===== src/rtl/counter_mod_n_prog_pkg.sv =====
// counter_mod_n_prog_pkg
// Shared definitions for the programmable modulo-N counter: counting-mode
// encodings, one-shot FSM state encodings and a small mode helper.
package counter_mod_n_prog_pkg;

    // Counting modes as they arrive on the 2-bit mode port.
    // Encoding 11 is not a mode of its own and behaves exactly like WRAP.
    typedef enum logic [1:0] {
        MODE_WRAP     = 2'b00,
        MODE_SAT      = 2'b01,
        MODE_ONESHOT  = 2'b10,
        MODE_WRAP_ALT = 2'b11
    } mode_e;

    // One-shot sequencer states.
    typedef enum logic [1:0] {
        ST_IDLE = 2'b00,
        ST_RUN  = 2'b01,
        ST_DONE = 2'b10
    } state_e;

    // True for both encodings that behave as WRAP.
    function automatic logic is_wrap_mode(input mode_e m);
        return (m == MODE_WRAP) || (m == MODE_WRAP_ALT);
    endfunction

endpackage


===== src/rtl/counter_mod_n_next.sv =====
// counter_mod_n_next
// Combinational next-count and terminal-value calculator for the
// programmable modulo-N counter. Holds no state.
//
// Ports
//   count    in   WIDTH  current registered count
//   last_q   in   WIDTH  current terminal value N-1
//   up_dn    in   1      1 = count up, 0 = count down
//   sat      in   1      1 = hold at the terminal value instead of wrapping
//   nxt      out  WIDTH  count after one enabled step
//   at_term  out  1      count sits on the terminal value for this direction
module counter_mod_n_next #(
    parameter int WIDTH = 4
) (
    input  logic [WIDTH-1:0] count,
    input  logic [WIDTH-1:0] last_q,
    input  logic             up_dn,
    input  logic             sat,
    output logic [WIDTH-1:0] nxt,
    output logic             at_term
);

    localparam logic [WIDTH-1:0] ONE = WIDTH'(1);

    // Up: the terminal is last_q. A count above last_q can only come from a
    // modulus that shrank underneath it, so it rolls straight back to 0.
    // Down: the terminal is 0, and anything above 0 simply decrements, even
    // when it sits above last_q.
    always_comb begin
        nxt     = count;
        at_term = 1'b0;
        if (up_dn) begin
            at_term = (count == last_q);
            if (count < last_q) begin
                nxt = count + ONE;
            end else if (count == last_q) begin
                nxt = sat ? count : '0;
            end else begin
                nxt = '0;
            end
        end else begin
            at_term = (count == '0);
            if (count != '0) begin
                nxt = count - ONE;
            end else begin
                nxt = sat ? count : last_q;
            end
        end
    end

endmodule


===== src/rtl/counter_mod_n_prog.sv =====
// counter_mod_n_prog
// Programmable modulo-N counter used as the bit-position / cycle sequencer
// beside the serial-parallel multiplier. Supports a runtime modulus,
// up/down counting, wrap / saturate / one-shot modes, parallel load and
// synchronous clear, plus terminal-count, wrap and busy/done status.
//
// Ports
//   clk       in   1      rising-edge clock
//   reset_n   in   1      asynchronous reset, active-low
//   clr       in   1      synchronous clear (highest priority strobe)
//   en        in   1      count enable
//   up_dn     in   1      1 = count up, 0 = count down
//   mode      in   2      00 WRAP, 01 SATURATE, 10 ONESHOT, 11 WRAP
//   last_val  in   WIDTH  terminal value N-1, sampled on clr, load or start
//   load      in   1      parallel load strobe
//   load_val  in   WIDTH  value to load (clamped to last_val)
//   start     in   1      one-shot launch strobe
//   count     out  WIDTH  current count (registered)
//   tc        out  1      terminal decode: count == (up ? last_q : 0)
//   wrap      out  1      1-cycle pulse after a WRAP-mode rollover
//   busy      out  1      one-shot run in progress
//   done      out  1      1-cycle pulse when a one-shot run completes
module counter_mod_n_prog
    import counter_mod_n_prog_pkg::*;
#(
    parameter int WIDTH        = 4,
    parameter int LAST_DEFAULT = 5
) (
    input  logic             clk,
    input  logic             reset_n,
    input  logic             clr,
    input  logic             en,
    input  logic             up_dn,
    input  logic [1:0]       mode,
    input  logic [WIDTH-1:0] last_val,
    input  logic             load,
    input  logic [WIDTH-1:0] load_val,
    input  logic             start,
    output logic [WIDTH-1:0] count,
    output logic             tc,
    output logic             wrap,
    output logic             busy,
    output logic             done
);

    localparam logic [WIDTH-1:0] LAST_RESET = WIDTH'(LAST_DEFAULT);

    logic [WIDTH-1:0] count_q;
    logic [WIDTH-1:0] last_q;
    state_e           state_q;
    logic             run_up_q;
    logic             wrap_q;
    logic             done_q;

    mode_e            mode_s;
    logic             eff_up;
    logic             eff_sat;
    logic [WIDTH-1:0] nxt;
    logic             at_term;
    logic [WIDTH-1:0] load_clamped;

    assign mode_s = mode_e'(mode);

    // During a run the direction is frozen at the value captured by start;
    // outside a run the live up_dn input steers both counting and tc.
    // A run always holds at its terminal, so it calculates as saturating.
    assign eff_up  = (state_q == ST_RUN) ? run_up_q : up_dn;
    assign eff_sat = (state_q == ST_RUN) || (mode_s == MODE_SAT);

    assign load_clamped = (load_val < last_val) ? load_val : last_val;

    counter_mod_n_next #(
        .WIDTH (WIDTH)
    ) u_next (
        .count   (count_q),
        .last_q  (last_q),
        .up_dn   (eff_up),
        .sat     (eff_sat),
        .nxt     (nxt),
        .at_term (at_term)
    );

    // Counter, modulus, one-shot FSM and pulse registers.
    // Strobes are resolved clr > load > start > en and only the winner acts.
    // A start that cannot launch (wrong mode or FSM not idle) is treated as
    // absent, so an ongoing run keeps counting on en. DONE always lasts one
    // cycle; a load in that cycle still lets the FSM fall back to IDLE.
    always_ff @(posedge clk or negedge reset_n) begin
        if (!reset_n) begin
            count_q  <= '0;
            last_q   <= LAST_RESET;
            state_q  <= ST_IDLE;
            run_up_q <= 1'b1;
            wrap_q   <= 1'b0;
            done_q   <= 1'b0;
        end else begin
            wrap_q <= 1'b0;
            done_q <= 1'b0;
            if (clr) begin
                count_q <= '0;
                last_q  <= last_val;
                state_q <= ST_IDLE;
            end else if (load) begin
                count_q <= load_clamped;
                last_q  <= last_val;
                if (state_q == ST_DONE) begin
                    state_q <= ST_IDLE;
                end
            end else if (start && (state_q == ST_IDLE) && (mode_s == MODE_ONESHOT)) begin
                count_q  <= up_dn ? '0 : last_val;
                last_q   <= last_val;
                run_up_q <= up_dn;
                state_q  <= ST_RUN;
            end else begin
                case (state_q)
                    ST_IDLE: begin
                        if (en && (mode_s != MODE_ONESHOT)) begin
                            count_q <= nxt;
                            if (at_term && is_wrap_mode(mode_s)) begin
                                wrap_q <= 1'b1;
                            end
                        end
                    end
                    ST_RUN: begin
                        if (en) begin
                            if (at_term) begin
                                state_q <= ST_DONE;
                                done_q  <= 1'b1;
                            end else begin
                                count_q <= nxt;
                            end
                        end
                    end
                    ST_DONE: begin
                        state_q <= ST_IDLE;
                    end
                    default: begin
                        state_q <= ST_IDLE;
                    end
                endcase
            end
        end
    end

    assign count = count_q;
    assign tc    = (count_q == (eff_up ? last_q : '0));
    assign wrap  = wrap_q;
    assign busy  = (state_q == ST_RUN);
    assign done  = done_q;

endmodule

===== config.mk =====
export PLATFORM = sky130hd
export DESIGN_NAME = counter_mod_n_prog
export DESIGN_NICKNAME = d
export VERILOG_FILES = /design/src/rtl/counter_mod_n_prog_pkg.sv /design/src/rtl/counter_mod_n_next.sv /design/src/rtl/counter_mod_n_prog.sv
export SDC_FILE = /design/constraint.sdc
export NUM_CORES = 1
export LEC_CHECK = 0
export CORE_UTILIZATION = 44
export DETAILED_ROUTE_END_ITERATION = 6
export PLACE_DENSITY = 0.7
export SETUP_SLACK_MARGIN = 0.2
export SLEW_MARGIN = 5
export SYNTH_ARGS = -nofsm -noshare
export SYNTH_HDL_FRONTEND = slang
export SYNTH_HIERARCHICAL = 1
export SYNTH_SLANG_ARGS = --single-unit
export TNS_END_PERCENT = 5

===== constraint.sdc =====
create_clock -name clk -period 6.5 [get_ports clk]
set_input_delay 1.3 -clock clk [delete_from_list [all_inputs] [get_ports clk]]
set_output_delay 1.3 -clock clk [all_outputs]
set_load 0.005 [all_outputs]

**After elaboration in Yosys (flattened, before gate mapping)**

Cells that the tools add are included.

- Add/sub/neg operators: 2
- Multiplexer cells: 40
- Eq/ne operators: 14
- Bitwise operators: 2
- $lt $le $gt $ge: 2
- Reductions and logical operators: 15

Operators with widths:

| operator | number |
|---|---|
| 2-to-1 mux 4 bit | 18 |
| 2-to-1 mux 1 bit | 14 |
| 2-to-1 mux 2 bit | 6 |
| != test 5 x 3 -> 1 bit (second input constant) | 2 |
| != test 5 x 4 -> 1 bit (second input constant) | 2 |
| == test 4 bit | 2 |
| less-than comparator 4 bit | 2 |
| one-hot mux 4 bit (2 select lines) | 1 |
| AND reduction 4 bit | 2 |
| == test 2 bit (second input constant) | 3 |
| nonzero test 5 bit | 1 |
| adder 4 x 1 -> 4 bit (second input constant) | 1 |
| == test 2 x 1 -> 1 bit (second input constant) | 2 |
| logical AND 1 bit | 4 |
| zero test 2 bit | 2 |
| zero test 4 bit | 1 |
| != test 4 x 3 -> 1 bit (second input constant) | 1 |
| one-hot mux 2 bit (2 select lines) | 1 |
| nonzero test 4 bit | 1 |
| subtractor 4 x 1 -> 4 bit (second input constant) | 1 |
| != test 3 x 2 -> 1 bit (second input constant) | 1 |
| AND reduction 3 bit | 1 |
| nonzero test 3 bit | 1 |
| logical OR 1 bit | 2 |
| other kinds (2) | 3 |

- Word-level logic and storage cells: 81
- Output and inout bits: 8
- Register bits after elaboration: 13
- Bits of input ports: 17

**Depth between registers and ports, before layout**

Gate-level depths: netlist of the first run.

- Word-level depth: 12
- Depth in mapped cells: 11
- Mapped depth without buffers: 10

**Cells and area by module**

The synthesis of the first run kept the hierarchy.

By module, submodules not included:

| module | cells an instance | seq. area each (um^2) | area each (um^2) | instances |
|---|---|---|---|---|
| counter_mod_n_prog | 99 | 329.1 | 925.9 | 1 |
| counter_mod_n_next | 54 | 0.0 | 365.4 | 1 |

**Least setup slack after synthesis of the first run**

Ideal clock, no wire load.

- Path type: input to output
- From: in up_dn
- To: out tc
- Data arrival time: 1.888 ns
- Buffers on the path: 0
- Required time: 5.200 ns
- Stages on the path: 4
- Slack: 3.312 ns
- Cell sequence: mux2_2 -> o21ai_0 -> a22oi_1 -> nor2_1

- Word-level cells in the longest chain between the ends: 3

Ends and longest elaborated chain:

| what | line | source |
|---|---|---|
| start, declared | counter_mod_n_prog.sv:33 | `input logic up_dn,` |
| 2-to-1 mux 1 bit | counter_mod_n_prog.sv:67 | `assign eff_up = (state_q == ST_RUN) ? run_up_q : up_dn;` |
| 2-to-1 mux 4 bit | counter_mod_n_prog.sv:146 | `assign tc = (count_q == (eff_up ? last_q : '0));` |
| == test 4 bit | counter_mod_n_prog.sv:146 |  |
| end, declared | counter_mod_n_prog.sv:40 | `output logic tc,` |

Every way passes these cells.

**Worst setup path after layout of the first run**

- From: in up_dn
- To: out tc

- Word-level cells in the longest chain between the ends: 3

Ends and longest elaborated chain:

| what | line | source |
|---|---|---|
| 2-to-1 mux 1 bit | counter_mod_n_prog.sv:67 |  |
| via eff_up | counter_mod_n_prog.sv:56 | `logic eff_up;` |
| 2-to-1 mux 4 bit | counter_mod_n_prog.sv:146 |  |
| == test 4 bit | counter_mod_n_prog.sv:146 |  |

The timed path passes the listed nets, and every way through them passes these cells.

==> results.md, run 1 <==
* Final TNS setup at 0 ps
* Leakage at 0.000652 uW
* CTS tree: yes
* Initial Utilization at 0.468
* Worst slew pin tran at between 600 and 700 ps
* Main synth FF type: dfrtp_1
* Mapped Avg Cell Area at 8.44 um2
* Syn Inst Count at about 150
* Fin crit period at 4280 ps
* WS Path Type: input pin to primary output
* CP Data Arrival Time at slightly below 3000 ps
* Vias at 1248
* Initial antenna violation count at 0
* Switching Fraction at 0.378
* Combinational power share at 0.439
* Final clock skew at 8.74 ps
* Placed cell count at 204
* Area of the core at 2760 um2
* Register-to-Register Setup Slack at 3970 ps
* Max-cap viol count at 0
* Sw Pwr at 108 uW
* Clk root buf: clkbuf_4
* VDD IR max at 97.1 uV
* Crit. End Element: primary output
* Min-Delay Path Depth at 2
* Clock tree buffer depth at 2
* Area growth from synthesis to layout at 21.9%
* Row count at 19
* Die width at 56.2 um
* Total grt overflow at 0
* Crit-path most repeated cell: clkdlybuf4s50_1
* Power per cell area at 182 nW/um2
* Multi-input logic area at 891 um2
* # clock sinks at 13
* RSZ-0062 raised after global routing: no
* Mapped Area at 1290 um2
* Post-synth ARST share at 1.00
* Reg area at 329 um2
* GRT Util Overall at 0.205
* Htree depth at 1
* Final #Nets at 207
* Number of synthesized flops with an enable pin at 0
* Hold buffers post-CTS at 0
* TritonRoute pass-1 iters at 4
* Post-Syn Nets at 182
* Largest net degree at the start of global routing at 16
* Post-CTS Resized at 0
* Final hold vios at 0
* Fin crit share at 0.658
* Avg WL per Cell at between 10 and 15 um
* Layout cells sized above 1 at 0.0960
* Total wire length at slightly above 3 mm
* Largest area contributor in the netlist: dfrtp_1
* FILL cells at 255
* Drt initial violations at 63
* Num CTS Buffers at 3
* Netlist cell types at 43
* Via density per instance at roughly 6
* Die Y at 56.2 um
* Die area at 3160 um2
* Post-route ant nets at 0
* Seq pwr share at 0.386
* # DRC at 0
* I/O Buffers at 24
* Antenna Cells at 0
* Yosys warnings at 6
* Setup crit start kind: input pin
* Top cells by count, synth: nor2_1 (16), inv_1 (13), ha_1 (12), nand2_1 (12), dfrtp_1 (10)
* Top Ports at 25
* Clock power frac at 0.175
* Vias in the first global route at 1173
* Final setup vio count at 0
* Number of setup buffers added after CTS at 0
* Worst skew pair latency at 280 ps
* Achievable Freq at 234 MHz
* Top cell type's share of synthesized area at 0.194
* CP required at 5200 ps
* Status: finished, final reports clean
* Highest-delay cell along the critical path: clkdlybuf4s50_1
* Count leader, synth: nor2_1
* Dpl hpwl at 2.35 mm
* Worst-path clk slew at 70 ps
* Hold crit path type: flop to flop
* Register area share after synthesis at 0.255
* Non-filler instance count after layout at 208
* RePlAce Congestion at 0.843
* Rel. slew slack at 0.576
* Largest cells by area after synthesis: dfrtp_1 (19%), ha_1 (12%), dfstp_2 (6.1%)
* Max incr delay on CP at approximately 500 ps
* Crit-path cells: clkdlybuf4s50_1 -> mux2_2 -> o21ai_0 -> a22oi_1 -> nor2_1 -> clkdlybuf4s50_1
* Pins Over Slew Limit at 0
* #FFs+latches synth at 13
* Reg2reg path depth at 10
* Int Power at 178 uW
* First-pass GRT wire length at around 5.2 mm
* Largest fanout on the critical path at 15
sequential cells by signal, summed over array words and instances, names as in the netlist:
name	flops
wrap	1
done	1
run_up_q	1
state_q	2
last_q	4
count	4
layout make-up:
class	count	area share
repair buffers	24	0.153
inverters	13	0.0310
clock buffers	4	0.0167
multi-input cells	123	0.566
flip-flops and latches	13	0.209
well taps	31	0.0246
cells by family after synthesis:
family | share of synthesized area
mux | 0.0455
simple gates | 0.253
flops | 0.255
fa+ha+maj | 0.116
xor+xnor | 0.0136
buf+inv | 0.0552
compound gates | 0.262
metal layers:
layer,up-vias,wire length (um),track usage
met5,-,0,0
met4,0,73,0.0836
met3,9,92,0.0163
met2,30,1440,0.344
met1,593,1440,0.273
li1,616,-,-
cells in the final DEF, fill, tap and decap left out, types with 3 or more instances in the layout:
master           Yosys  layout
o31ai_1              3       3
a31oi_1              3       3
ha_1                12      12
nand3b_1             3       3
a41oi_1              3       3
clkbuf_4             0       3
a21oi_1              6       6
mux2_2               3       3
dfstp_2              3       3
nor2_1              16      16
clkdlybuf4s50_1      0      24
nand2_1             12      12
inv_1               13      13
a22oi_1              5       5
o21ai_0              9       9
nand2b_1             7       7
nand3_1              6       6
dfrtp_1             10      10
nor2b_1              3       3
critical path: cells and delay by family:
family,cells,cell delay [ps]
multiplexers,1,400
AND/OR/NAND/NOR,1,120
buffers and inverters,2,940
AO/OA/AOI/OAI,2,220
through the flow:
step | utilization | total power [uW] | setup WS, ps | instance area (um2) | hold WS, ps
2_1_floorplan | - | 190 | 3310 | 1290 | 490
3_3_place_gp | 0.561 | 232 | 2250 | 1550 | 526
3_5_place_dp | 0.561 | 237 | 2220 | 1550 | 526
4_1_cts | 0.571 | 288 | 2220 | 1570 | 537
5_1_grt | 0.571 | 310 | 2100 | 1570 | 590
6_report | 0.571 | 287 | 2220 | 1570 | 535
power by group through the flow:
stage / Combinational (uW) / Clock (uW) / Sequential [uW]
6_report: 126 / 50.2 / 111
5_1_grt: 140 / 56.2 / 114
4_1_cts: 126 / 51.4 / 111
3_5_place_dp: 125 / 0 / 112
3_3_place_gp: 121 / 0 / 111
2_1_floorplan: 83.6 / 0 / 106
final timing paths:
path / end / from
max: tc / up_dn
min: last_q[2] / last_q[2]
max reg2reg: count[2] / count[0]
min reg2reg: last_q[2] / last_q[2]
max in group asynchronous: last_q[3] / reset_n
min in group asynchronous: state_q[0] / reset_n
Power figures use the tool's default switching activity.
==> inputs of run 2 (changes only) <==
--- a/config.mk
+++ b/config.mk
@@ -7,7 +7,7 @@
 export LEC_CHECK = 0
 export CORE_UTILIZATION = 44
 export DETAILED_ROUTE_END_ITERATION = 6
-export PLACE_DENSITY = 0.7
+export PLACE_DENSITY = 0.72
 export SETUP_SLACK_MARGIN = 0.2
 export SLEW_MARGIN = 5
 export SYNTH_ARGS = -nofsm -noshare
==> constraint.sdc (replaced) <==
create_clock -name clk -period 3.8 [get_ports clk]
set_input_delay 0.76 -clock clk [delete_from_list [all_inputs] [get_ports clk]]
set_output_delay 0.76 -clock clk [all_outputs]
set_load 0.005 [all_outputs]
==> run 2 against run 1 <==
Sequential share of layout area unchanged. Sequential power increased by 71%. Via count increased by 0.96%. Hold slack improved by 8.7 ps. Sequential cell count unchanged. Largest power group unchanged.
==> results.md, run 2 (synthesis gave the netlist of run 1 again) <==
* Status: finished, final reports clean
* Register-to-Register Setup Slack at 1230 ps
* Final TNS setup at 0 ps
* CTS tree: yes
* Clk root buf: clkbuf_4
* Crit-path cells: clkdlybuf4s50_1 -> mux2_2 -> o21ai_0 -> a22oi_1 -> nor2_1 -> clkdlybuf4s50_1
* Drt initial violations at 50
* Via density per instance at a little over 6
* Max-cap viol count at 0
* Initial Utilization at 0.468
* Hold crit path type: flop to flop
* CP required at approximately 3000 ps
* WP depth at 6
* Int Power at 305 uW
* Seq pwr share at 0.387
* Crit-path most repeated cell: clkdlybuf4s50_1
* Htree depth at 1
* Die width at 56.2 um
* First-pass GRT wire length at 5.11 mm
* Setup crit start kind: input pin
* Final clock skew at around 11 ps
* Worst skew pair latency at 290 ps
* Initial antenna violation count at 0
* Clock power frac at 0.176
* DP Worst Slack at 575 ps
* Total wire length at 3.02 mm
* Worst slew pin tran at roughly 600 ps
* # clock sinks at 13
* Post-route ant nets at 0
* Fin crit period at 3230 ps
* Min-Delay Path Depth at 2
* CP Data Arrival Time at ~2500 ps
* Clock tree buffer depth at 2
* Most common cell after layout, fill and taps aside: clkdlybuf4s50_1
* Multi-input logic area at 891 um2
* Number of setup buffers added after CTS at 0
* FILL cells at 245
* Layout cells sized above 1 at 0.0960
* Highest-delay cell along the critical path: clkdlybuf4s50_1
* Non-filler instance count after layout at 208
* Row count at 19
* GRT Util Overall at 0.205
* Reg area at approximately 330 um2
* TritonRoute pass-1 iters at 5
* I/O Buffers at 24
* Avg WL per Cell at about 15 um
* Total grt overflow at 0
* RSZ-0062 raised after global routing: no
* Max incr delay on CP at ~500 ps
* Antenna Cells at 0
* VDD IR max at 184 uV
* Hold buffers post-CTS at 0
* DP Area at 1550 um2
* RePlAce Congestion at 0.878
* Final Cell Area at 1570 um2
* Largest fanout on the critical path at 15
* Final #Nets at 207
* Combinational power share at 0.437
* Worst-path clk slew at 70 ps
* Top Ports at 25
* Reg2reg path depth at 10
* Power Total at just under 500 uW
* Dpl hpwl at 2.33 mm
* Die Y at approximately 56 um
* Die area at 3160 um2
* Switching Fraction at 0.376
* Crit path max-delay family: buffers and inverters
* Setup ws final at 573 ps
* Num CTS Buffers at 3
* Sw Pwr at roughly 180 uW
* Buf+Inv Stages, Crit Path at 2
* Vias in the first global route at around 1100
* Fin crit share at 0.849
* Most frequent cells in the layout: clkdlybuf4s50_1 (24), nor2_1 (16), inv_1 (13)
* Placed cell count at 204
* Post-CTS Resized at 0
* Area growth from synthesis to layout at 21.9%
* WS Path Type: input pin to primary output
* Pins Over Slew Limit at 0
* Achievable Freq at about 310 MHz
* # DRC at 0
* Leakage at 0.000652 uW
* Crit. End Element: primary output
* Power per cell area at 311 nW/um2
* Area of the core at around 2800 um2
* Largest net degree at the start of global routing at 16
* Rel. slew slack at 0.600
* Vias at around 1300
* Final setup vio count at 0
* Final hold vios at 0
[run 2: cell counts in the layout (fill, tap and decap cells not counted)]
No cell type changed its count.
[run 2: worst paths after layout]
| kind | startpoint | end |
|---|---|---|
| hold / removal | last_q[2] | last_q[2] |
| setup reg to reg | count[0] | count[2] |
| min in group asynchronous | reset_n | wrap |
| max in group asynchronous | reset_n | last_q[2] |
| hold reg to reg | last_q[2] | last_q[2] |
| setup / recovery | up_dn | tc |
[run 2: metrics by stage]
stage	utilization	hold WS, ps
after floorplan	-	464
after global placement	0.561	528
after detailed placement	0.561	538
after CTS	0.571	548
after global routing	0.571	558
final	0.571	544
[run 2: layout make-up]
class                           count  area share
Timing Repair Buffer               24       0.153
Inverter                           13      0.0310
Tap cell                           31      0.0246
Multi-Input combinational cell    123       0.566
Clock buffer                        4      0.0167
Sequential cell                    13       0.209
[run 2: power groups by stage]
stage               Sequential, uW  Combinational (uW)  Clock (uW)
floorplan                      182                 143           0
global placement               190                 205           0
detailed placement             192                 211           0
CTS                            189                 213        86.3
global route                   195                 239        90.7
finish                         190                 214        86.2
[run 2: per-layer routing]
metal,part of all wire,GRT usage,vias to the layer above
li1,-,-,614
met1,0.47,0.290,584
met2,0.45,0.310,53
met3,0.046,0.0186,9
met4,0.030,0.105,0
met5,0,0,-
[run 2: tightest hold or removal path, delay by kind of cell, from the launching register on]
family             cells  cell delay (ps)
DFF                    1              410
AOI/OAI and AO/OA      1               70
and+or+nand+nor        1               60
